$ cat config.mk
export PLATFORM = sky130hd
export DESIGN_NAME = dbg_abstract_ctrl
export DESIGN_NICKNAME = d
export VERILOG_FILES = /design/src/rtl/debug_pkg.sv /design/src/rtl/dbg_abs_cmd_decode.sv /design/src/rtl/dbg_abstract_ctrl.sv
export SDC_FILE = /design/constraint.sdc
export NUM_CORES = 1
export LEC_CHECK = 0
export ABC_AREA = 1
export CAP_MARGIN = 30
export CORE_MARGIN = 4
export CORE_UTILIZATION = 35
export CTS_CLUSTER_DIAMETER = 100
export DETAILED_ROUTE_END_ITERATION = 12
export DONT_BUFFER_PORTS = 1
export HOLD_SLACK_MARGIN = 0.05
export PLACE_DENSITY_LB_ADDON = 0.05
export SLEW_MARGIN = 20
export SYNTH_ARGS = -nofsm -noshare
export SYNTH_HDL_FRONTEND = slang
export SYNTH_SLANG_ARGS = --single-unit
export TNS_END_PERCENT = 5
$ cat constraint.sdc
create_clock -name clk_i -period 1.55 [get_ports clk_i]
set_input_delay 0.31 -clock clk_i [delete_from_list [all_inputs] [get_ports clk_i]]
set_output_delay 0.31 -clock clk_i [all_outputs]
set_load 0.01 [all_outputs]
$ cat src/rtl/debug_pkg.sv
// Shared types and constants for the debug abstract command sequencer:
// cmderr codes, abstract command field positions, regno map and FSM states.
package debug_pkg;

   typedef enum logic [2:0] {
      CMDERR_NONE       = 3'd0,
      CMDERR_BUSY       = 3'd1,
      CMDERR_NOTSUP     = 3'd2,
      CMDERR_EXCEPT     = 3'd3,
      CMDERR_HALTRESUME = 3'd4
   } cmderr_e;

   localparam int CMD_TYPE_MSB  = 31;
   localparam int CMD_TYPE_LSB  = 24;
   localparam int CMD_SIZE_MSB  = 22;
   localparam int CMD_SIZE_LSB  = 20;
   localparam int CMD_POSTEXEC  = 18;
   localparam int CMD_TRANSFER  = 17;
   localparam int CMD_WRITE     = 16;
   localparam int CMD_REGNO_MSB = 15;
   localparam int CMD_REGNO_LSB = 0;

   localparam logic [2:0] AARSIZE_32 = 3'd2;

   localparam logic [15:0] REGNO_CSR_BASE  = 16'h0000;
   localparam logic [15:0] REGNO_CSR_LIMIT = 16'h0FFF;
   localparam logic [15:0] REGNO_GPR_BASE  = 16'h1000;
   localparam logic [15:0] REGNO_GPR_LIMIT = 16'h101F;
   localparam logic [15:0] REGNO_DCSR      = 16'h07B0;
   localparam logic [15:0] REGNO_DPC       = 16'h07B1;

   typedef enum logic [2:0] {
      ST_IDLE,
      ST_DECODE,
      ST_ACCESS,
      ST_RDATA,
      ST_DONE
   } abs_state_e;

   // CSR window starts at zero, so only its upper bound needs comparing.
   function automatic logic regno_supported(input logic [15:0] regno);
      return (regno <= REGNO_CSR_LIMIT) ||
             ((regno >= REGNO_GPR_BASE) && (regno <= REGNO_GPR_LIMIT));
   endfunction

endpackage

$ cat src/rtl/dbg_abs_cmd_decode.sv
// Combinational check of a latched Access Register command against halt
// state and the supported register map.
module dbg_abs_cmd_decode
   import debug_pkg::*;
(
   input  logic [31:0] cmd_i,
   input  logic        core_halted_i,
   output logic [2:0]  err_o,
   output logic        access_o,
   output logic        read_o
);

   cmderr_e err;
   logic    transfer;
   logic    unused_bits;

   assign transfer    = cmd_i[CMD_TRANSFER];
   assign unused_bits = ^{cmd_i[23], cmd_i[19]};

   // Checks are ordered by priority; the first failing one wins.
   always_comb begin
      err = CMDERR_NONE;
      if (cmd_i[CMD_TYPE_MSB:CMD_TYPE_LSB] != '0) begin
         err = CMDERR_NOTSUP;
      end else if (cmd_i[CMD_POSTEXEC]) begin
         err = CMDERR_NOTSUP;
      end else if (transfer && (cmd_i[CMD_SIZE_MSB:CMD_SIZE_LSB] != AARSIZE_32)) begin
         err = CMDERR_NOTSUP;
      end else if (!core_halted_i) begin
         err = CMDERR_HALTRESUME;
      end else if (transfer && !regno_supported(cmd_i[CMD_REGNO_MSB:CMD_REGNO_LSB])) begin
         err = CMDERR_EXCEPT;
      end
   end

   assign err_o    = err;
   assign access_o = (err == CMDERR_NONE) && transfer;
   assign read_o   = !cmd_i[CMD_WRITE];

endmodule

$ cat src/rtl/dbg_abstract_ctrl.sv
// Abstract command sequencer between the DMI command/data0/abstractcs
// registers and the core's register access port. Optional feature:
// DBG_AUTOEXEC_EN enables abstractauto.autoexecdata[0].
module dbg_abstract_ctrl
   import debug_pkg::*;
#(
   parameter int DATA_W = 32
) (
   input  logic              clk_i,
   input  logic              reset_ni,
   input  logic              cmd_wr_i,
   input  logic [31:0]       cmd_i,
   input  logic              data0_wr_i,
   input  logic              data0_rd_i,
   input  logic [DATA_W-1:0] data0_wdata_i,
   output logic [DATA_W-1:0] data0_o,
   input  logic [2:0]        cmderr_clr_i,
   input  logic              autoexec_wr_i,
   input  logic              autoexec_i,
   output logic              busy_o,
   output logic [2:0]        cmderr_o,
   input  logic              core_halted_i,
   output logic              ar_en_o,
   output logic              ar_wr_o,
   output logic [15:0]       ar_ad_o,
   output logic [DATA_W-1:0] ar_do_o,
   input  logic [DATA_W-1:0] ar_di_i
);

   abs_state_e        state_q, state_d;
   logic [31:0]       cmd_q, cmd_d;
   logic [DATA_W-1:0] data0_q, data0_d;
   cmderr_e           cmderr_q, cmderr_d;
   logic              autoexec_q, autoexec_d;

   logic [2:0] dec_err;
   logic       dec_access;
   logic       dec_read;
   logic       ae_trig;

   dbg_abs_cmd_decode u_decode (
      .cmd_i         (cmd_q),
      .core_halted_i (core_halted_i),
      .err_o         (dec_err),
      .access_o      (dec_access),
      .read_o        (dec_read)
   );

`ifdef DBG_AUTOEXEC_EN
   assign ae_trig = autoexec_q && (data0_rd_i || data0_wr_i);
`else
   logic unused_ae;
   assign ae_trig   = 1'b0;
   assign unused_ae = ^{autoexec_wr_i, autoexec_i, data0_rd_i, autoexec_q};
`endif

   always_comb begin
      state_d    = state_q;
      cmd_d      = cmd_q;
      data0_d    = data0_q;
      cmderr_d   = cmderr_e'(cmderr_q & ~cmderr_clr_i);
      autoexec_d = autoexec_q;
      ar_en_o    = 1'b0;
      ar_wr_o    = 1'b0;
      ar_ad_o    = '0;
      ar_do_o    = '0;

`ifdef DBG_AUTOEXEC_EN
      if (autoexec_wr_i) autoexec_d = autoexec_i;
`endif

      case (state_q)
         ST_IDLE: begin
            if (data0_wr_i) data0_d = data0_wdata_i;
            if (cmd_wr_i) begin
               if (cmderr_q == CMDERR_NONE) begin
                  cmd_d   = cmd_i;
                  state_d = ST_DECODE;
               end
            end else if (ae_trig && (cmderr_q == CMDERR_NONE)) begin
               state_d = ST_DECODE;
            end
         end
         ST_DECODE: begin
            if (cmderr_e'(dec_err) != CMDERR_NONE) begin
               if (cmderr_d == CMDERR_NONE) cmderr_d = cmderr_e'(dec_err);
               state_d = ST_DONE;
            end else if (dec_access) begin
               state_d = ST_ACCESS;
            end else begin
               state_d = ST_DONE;
            end
         end
         ST_ACCESS: begin
            ar_en_o = 1'b1;
            ar_wr_o = cmd_q[CMD_WRITE];
            ar_ad_o = cmd_q[CMD_REGNO_MSB:CMD_REGNO_LSB];
            ar_do_o = data0_q;
            if (!core_halted_i && (cmderr_d == CMDERR_NONE)) cmderr_d = CMDERR_HALTRESUME;
            state_d = dec_read ? ST_RDATA : ST_DONE;
         end
         ST_RDATA: begin
            // Read data from a core that dropped out of halt is not trusted.
            if (core_halted_i) begin
               data0_d = ar_di_i;
            end else if (cmderr_d == CMDERR_NONE) begin
               cmderr_d = CMDERR_HALTRESUME;
            end
            state_d = ST_DONE;
         end
         ST_DONE: state_d = ST_IDLE;
         default: state_d = ST_IDLE;
      endcase

      if ((state_q != ST_IDLE) && (cmd_wr_i || data0_wr_i) && (cmderr_d == CMDERR_NONE))
         cmderr_d = CMDERR_BUSY;
   end

   always_ff @(posedge clk_i or negedge reset_ni) begin
      if (!reset_ni) begin
         state_q    <= ST_IDLE;
         cmd_q      <= '0;
         data0_q    <= '0;
         cmderr_q   <= CMDERR_NONE;
         autoexec_q <= 1'b0;
      end else begin
         state_q    <= state_d;
         cmd_q      <= cmd_d;
         data0_q    <= data0_d;
         cmderr_q   <= cmderr_d;
         autoexec_q <= autoexec_d;
      end
   end

   assign busy_o   = (state_q != ST_IDLE);
   assign cmderr_o = cmderr_q;
   assign data0_o  = data0_q;

endmodule

# Word level (Yosys, flattened, before mapping)
# Index checks and enable logic that the tools add are counted.
dict set report totals {
  reg_bits 70
  in_bits 107
  output_inout_bits 86
}
dict set report op_classes {
  magnitude_cmp 3
  eq_ne 8
  muxes 25
  n_bitwise 2
  n_reduce_logical 23
}
# op n
set op_table {}
lappend op_table {{$mux W32} 3}
lappend op_table {{$pmux W32 S2} 1}
lappend op_table {{$mux W3} 15}
lappend op_table {{$ge A16 B13 Y1 const B} 1}
lappend op_table {{$le A16 B12 Y1 const B} 1}
lappend op_table {{$le A16 B13 Y1 const B} 1}
lappend op_table {{$mux W16} 1}
lappend op_table {{$logic_not A3 Y1} 5}
lappend op_table {{$pmux W3 S4} 1}
lappend op_table {{$pmux W3 S3} 1}
lappend op_table {{$ne A2 B2 Y1 const B} 4}
lappend op_table {{$reduce_bool A8 Y1} 1}
lappend op_table {{$logic_and A1 B1 Y1} 7}
lappend op_table {{$eq A3 B2 Y1 const B} 2}
lappend op_table {{$reduce_and A3 Y1} 2}
lappend op_table {{$reduce_bool A3 Y1} 2}
lappend op_table {{$and A3 B3 Y3} 1}
lappend op_table {{$eq A3 B1 Y1 const B} 1}
lappend op_table {{$ne A3 B2 Y1 const B} 1}
lappend op_table {{$not A3 Y3} 1}
lappend op_table {{$logic_not A1 Y1} 2}
lappend op_table {{$logic_or A1 B1 Y1} 2}
lappend op_table {{$mux W1} 2}
lappend op_table {{$mux W2} 1}
lappend op_table {{other kinds (2)} 2}

# Depth between registers and ports, before layout
dict set report depth {
  depth_word 16
  ltp_mapped 9
  depth_no_buf 9
}

# Hierarchy
# Synthesis repeated with hierarchy kept, for this count alone.
dict set report hier_totals {
  hier_cells 509
  area_unflattened_um2 3584.7
}
# module n_inst cells_each area_each_um2 seq_area_each_um2
set modules_own_cells {}
lappend modules_own_cells {dbg_abstract_ctrl 1 481 3443.3 1751.7}
lappend modules_own_cells {dbg_abs_cmd_decode 1 28 141.4 0.0}

# Worst setup path after synthesis
# Ideal clock, no wire load.
dict set report synth_path {
  path_kind {register to output}
  start {register state_q[2]}
  end {output port ar_do_o[21]}
  t_arrival_ns 1.354
  required_ns 1.240
  slack_ns -0.114
  stages_incl_launch_ff 8
  path_buffers 2
  path_cell_list {dfrtp_1 inv_2 nand2_2 nor2_1 inv_2 buf_2 buf_2 nor2_1}
}
dict set report synth_between {
  elab_chain_cells 2
}
# item line
set synth_rtl {}
lappend synth_rtl {{start, declared} dbg_abstract_ctrl.sv:30} ;# abs_state_e state_q, state_d;
lappend synth_rtl {{start signal, assigned} dbg_abstract_ctrl.sv:127} ;# state_q <= state_d;
lappend synth_rtl {{$eq A3 B2 Y1} dbg_abstract_ctrl.sv:72} ;# case (state_q)
lappend synth_rtl {{$mux W32} dbg_abstract_ctrl.sv:72}
lappend synth_rtl {{end, declared} dbg_abstract_ctrl.sv:26} ;# output logic [DATA_W-1:0] ar_do_o,
# No other way between the ends.

# Worst setup path in the final report
dict set report layout_path {
  start {register state_q[2]}
  end {output port ar_ad_o[13]}
}
dict set report layout_between {
  elab_chain_cells 2
}
# item line
set layout_rtl {}
lappend layout_rtl {{$eq A3 B2 Y1} dbg_abstract_ctrl.sv:72}
lappend layout_rtl {{$mux W16} dbg_abstract_ctrl.sv:72}
lappend layout_rtl {{end, declared} dbg_abstract_ctrl.sv:25} ;# output logic [15:0] ar_ad_o,
# No other way between the ends.

==> flow_summary.yaml <==
worst_setup_path:
  cp.required_ns: 1.24
  cpPeakStageDelay_ns: 0.40
  cp-end-kind: "output pin"
  crit_arrival_ns: 1.42
  crit_fanout: 8
  cpMostUsedCell: "nor2_4"
  critPathKind: "reg2out"
  crit_chain: "inv_2, nand2_4, nor2_4, inv_6, buf_12, nor2_4"
  cp-start-kind: "register"
  crit_slowest_cell: "dfrtp_1"
  reg2reg_depth: 6
sta:
  fin_ws_ns: -0.1762
  period_minus_slack_ns: 1.726
  finalCritPeriodShare: 1.114
  finalHoldViolCount: 68
  worst_hold_slack_ns: -0.3321
  tightest_slew_ns: 0.3147
  maxSlewViolCount: 0
  skew_ns: 0.006538
  slew-limit-headroom: 0.7890
  fmax_mhz: 579.3
  rsz0062_at_grt: "yes"
  setup_violations: 50
global_route:
  antenna_found_initial: 0
  grt_pass1_vias: 3019
  grt_usage: 0.1649
  grt_remaining_overflow: 0
  grt_pass1_wl_mm: 14.79
  grt_start_max_net_pins: 69
placed_design:
  gp_congestion: 0.7928
  dpl.hpwl_mm: 6.475
  port_buffers: 0
layout:
  drive_gt1_frac: 0.2237
  diodes: 0
  fillers: 950
  area_growth_pct: 28.47
  regArea_um2: 1702
  nets: 558
  multiInputGateArea_um2: 1690
routing:
  wl_mm: 9.250
  wire_per_inst_um: 15.81
  vias_per_cell: 4.805
  via_count: 2811
  drcViolationCount: 0
  drtIter0Drc: 127
  antenna_left: 0
  drt-pass1-iter-count: 4
die:
  rows: 35
  die-height_um: 106.2
  core_area_um2: 9328
  io_pins: 193
  initial_utilization: 0.3619
  dieArea_um2: 11280
  die_x_um: 106.2
yosys:
  synth_edf_count: 0
  ys_warn_count: 0
  syn_area_um2: 3376
  synth_fp_nets: 547
  async_reset_ff_frac: 1.000
  ys_seq_area_frac: 0.5041
  synthCells: 440
  yosysUniqueCellTypes: 24
  synthFlopType: "dfrtp_1"
  synth-seq-cells: 68
  avgSynthCellArea_um2: 7.672
clocking:
  htreeDepth: 3
  clock_insertion_delay_worst_skew_ns: 0.33
  clkSlewWorstSetupHoldPaths_ns: 0.07
  cts_sinks: 68
  root_buffer: "clkbuf_8"
  clock_path_buffers: 2
  cts_tree: "yes"
  cts_buffers: 9
power:
  peakVddDrop_uv: 564.8
  power_mw: 7.353
  leakagePower_nw: 2.059
  p_per_area_nw_per_um2: 1696
outcome:
  violations: "hold timing, setup timing"
  status: "finished, violations left"
job:
  max-cap-violations: 0
hold_path:
  hold_class: "in2async"
[Yosys cell counts, types with 2 or more instances]
cell type | n | share of area
inv_1 | 61 | 0.068
nand2_1 | 85 | 0.095
o21ai_0 | 4 | 0.0059
buf_6 | 4 | 0.013
inv_2 | 3 | 0.0033
nor3_1 | 3 | 0.0044
buf_4 | 2 | 0.0044
mux2_2 | 5 | 0.017
a31oi_1 | 32 | 0.059
clkbuf_1 | 11 | 0.012
nor2_1 | 119 | 0.13
nand3_1 | 3 | 0.0044
mux2_1 | 6 | 0.020
dfrtp_1 | 68 | 0.50
a21oi_1 | 20 | 0.030
buf_2 | 6 | 0.0089
[through the flow]
step	cell area [um2]	setup slack, ns	std cells	TNS (ns)	util
2_1_floorplan	3383	0.02845	440	0	-
3_3_place_gp	3620	0.06257	563	0	0.3881
3_5_place_dp	3620	0.01565	563	0	0.3881
4_1_cts	4190	-0.2057	584	-9.329	0.4492
5_1_grt	4337	-0.2613	585	-15.17	0.4649
6_report	4337	-0.1762	585	-7.726	0.4649
[final timing paths]
| path | slack [ns] | end | from |
|---|---|---|---|
| worst min register to register | 0.48 | state_q[1] | cmd_q[16] |
| worst min-delay path | -0.33 | cmd_q[30] | reset_ni |
| max in group asynchronous | 1.75 | data0_o[18] | reset_ni |
| worst max register to register | 0.01 | data0_o[22] | state_q[2] |
| worst max-delay path | -0.18 | ar_ad_o[13] | state_q[2] |
| min in group clk_i | 0.11 | cmd_q[20] | cmd_i[20] |
[metal layers]
layer,vias up,global-route usage,wire (um)
met5,-,0,0
met4,0,0.05735,160
met3,13,0.05404,794
met2,126,0.2765,4585
met1,1290,0.1984,3710
li1,1382,-,-
[layout by cell type, fill, tap and decap left out, types with 2 or more instances in the layout]
cell type,instances
nand2_1,84
nor2_1,69
dfrtp_1,68
inv_1,61
nor2_4,50
a31oi_1,32
a21oi_1,20
buf_4,12
clkbuf_8,10
mux2_1,6
mux2_2,5
buf_12,5
o21ai_0,4
nand3_1,3
buf_16,3
inv_2,2
nor3_2,2
nor3_1,2
clkbuf_1,2
bufinv_16,2
buf_6,2
[timing repair]
| item | in CTS | in global routing |
|---|---|---|
| setup buffers | 3 | 0 |
| pin swaps | 2 | 1 |
| setup endpoints to repair | 51 | 106 |
| resized for setup | 82 | 25 |
| cloned | 2 | 1 |
| hold endpoints to repair | 68 | 68 |
[logic make-up (layout without fill, tap and decap cells)]
kind of cell / Yosys count / count (layout) / synth area share
flip-flops: 68 / 68 / 0.5041
multiplexers: 11 / 11 / 0.03669
AND/OR/NAND/NOR: 215 / 215 / 0.2480
AO/OA/AOI/OAI: 59 / 59 / 0.1012
buffers and inverters: 87 / 103 / 0.1101
[sequential cells by signal (all words and copies together), names as in the netlist]
register	cells
cmd_q	30
data0_o	32
cmderr_o	3
state_q	3
[report_power, final]
group / internal, mW / switching, mW / leakage, nW
Combinational: 0.904 / 1.42 / 1.19
Sequential: 2.60 / 0.806 / 0.762
Clock: 0.950 / 0.666 / 0.107
Total: 4.46 / 2.90 / 2.06
[critical path: cells and delay by family (launching register included)]
kind	cells	cell delay, ns
DFF	1	0.40
buffers and inverters	3	0.35
and+or+nand+nor	3	0.32
[cell type report]
cell class | count | area share
Sequential cell | 68 | 0.3924
Multi-Input combinational cell | 285 | 0.3898
Timing Repair Buffer | 23 | 0.07386
Inverter | 64 | 0.05655
Tap cell | 129 | 0.03722
Clock buffer | 12 | 0.03347
Clock inverter | 4 | 0.01673
Power figures use the tool's default switching activity.
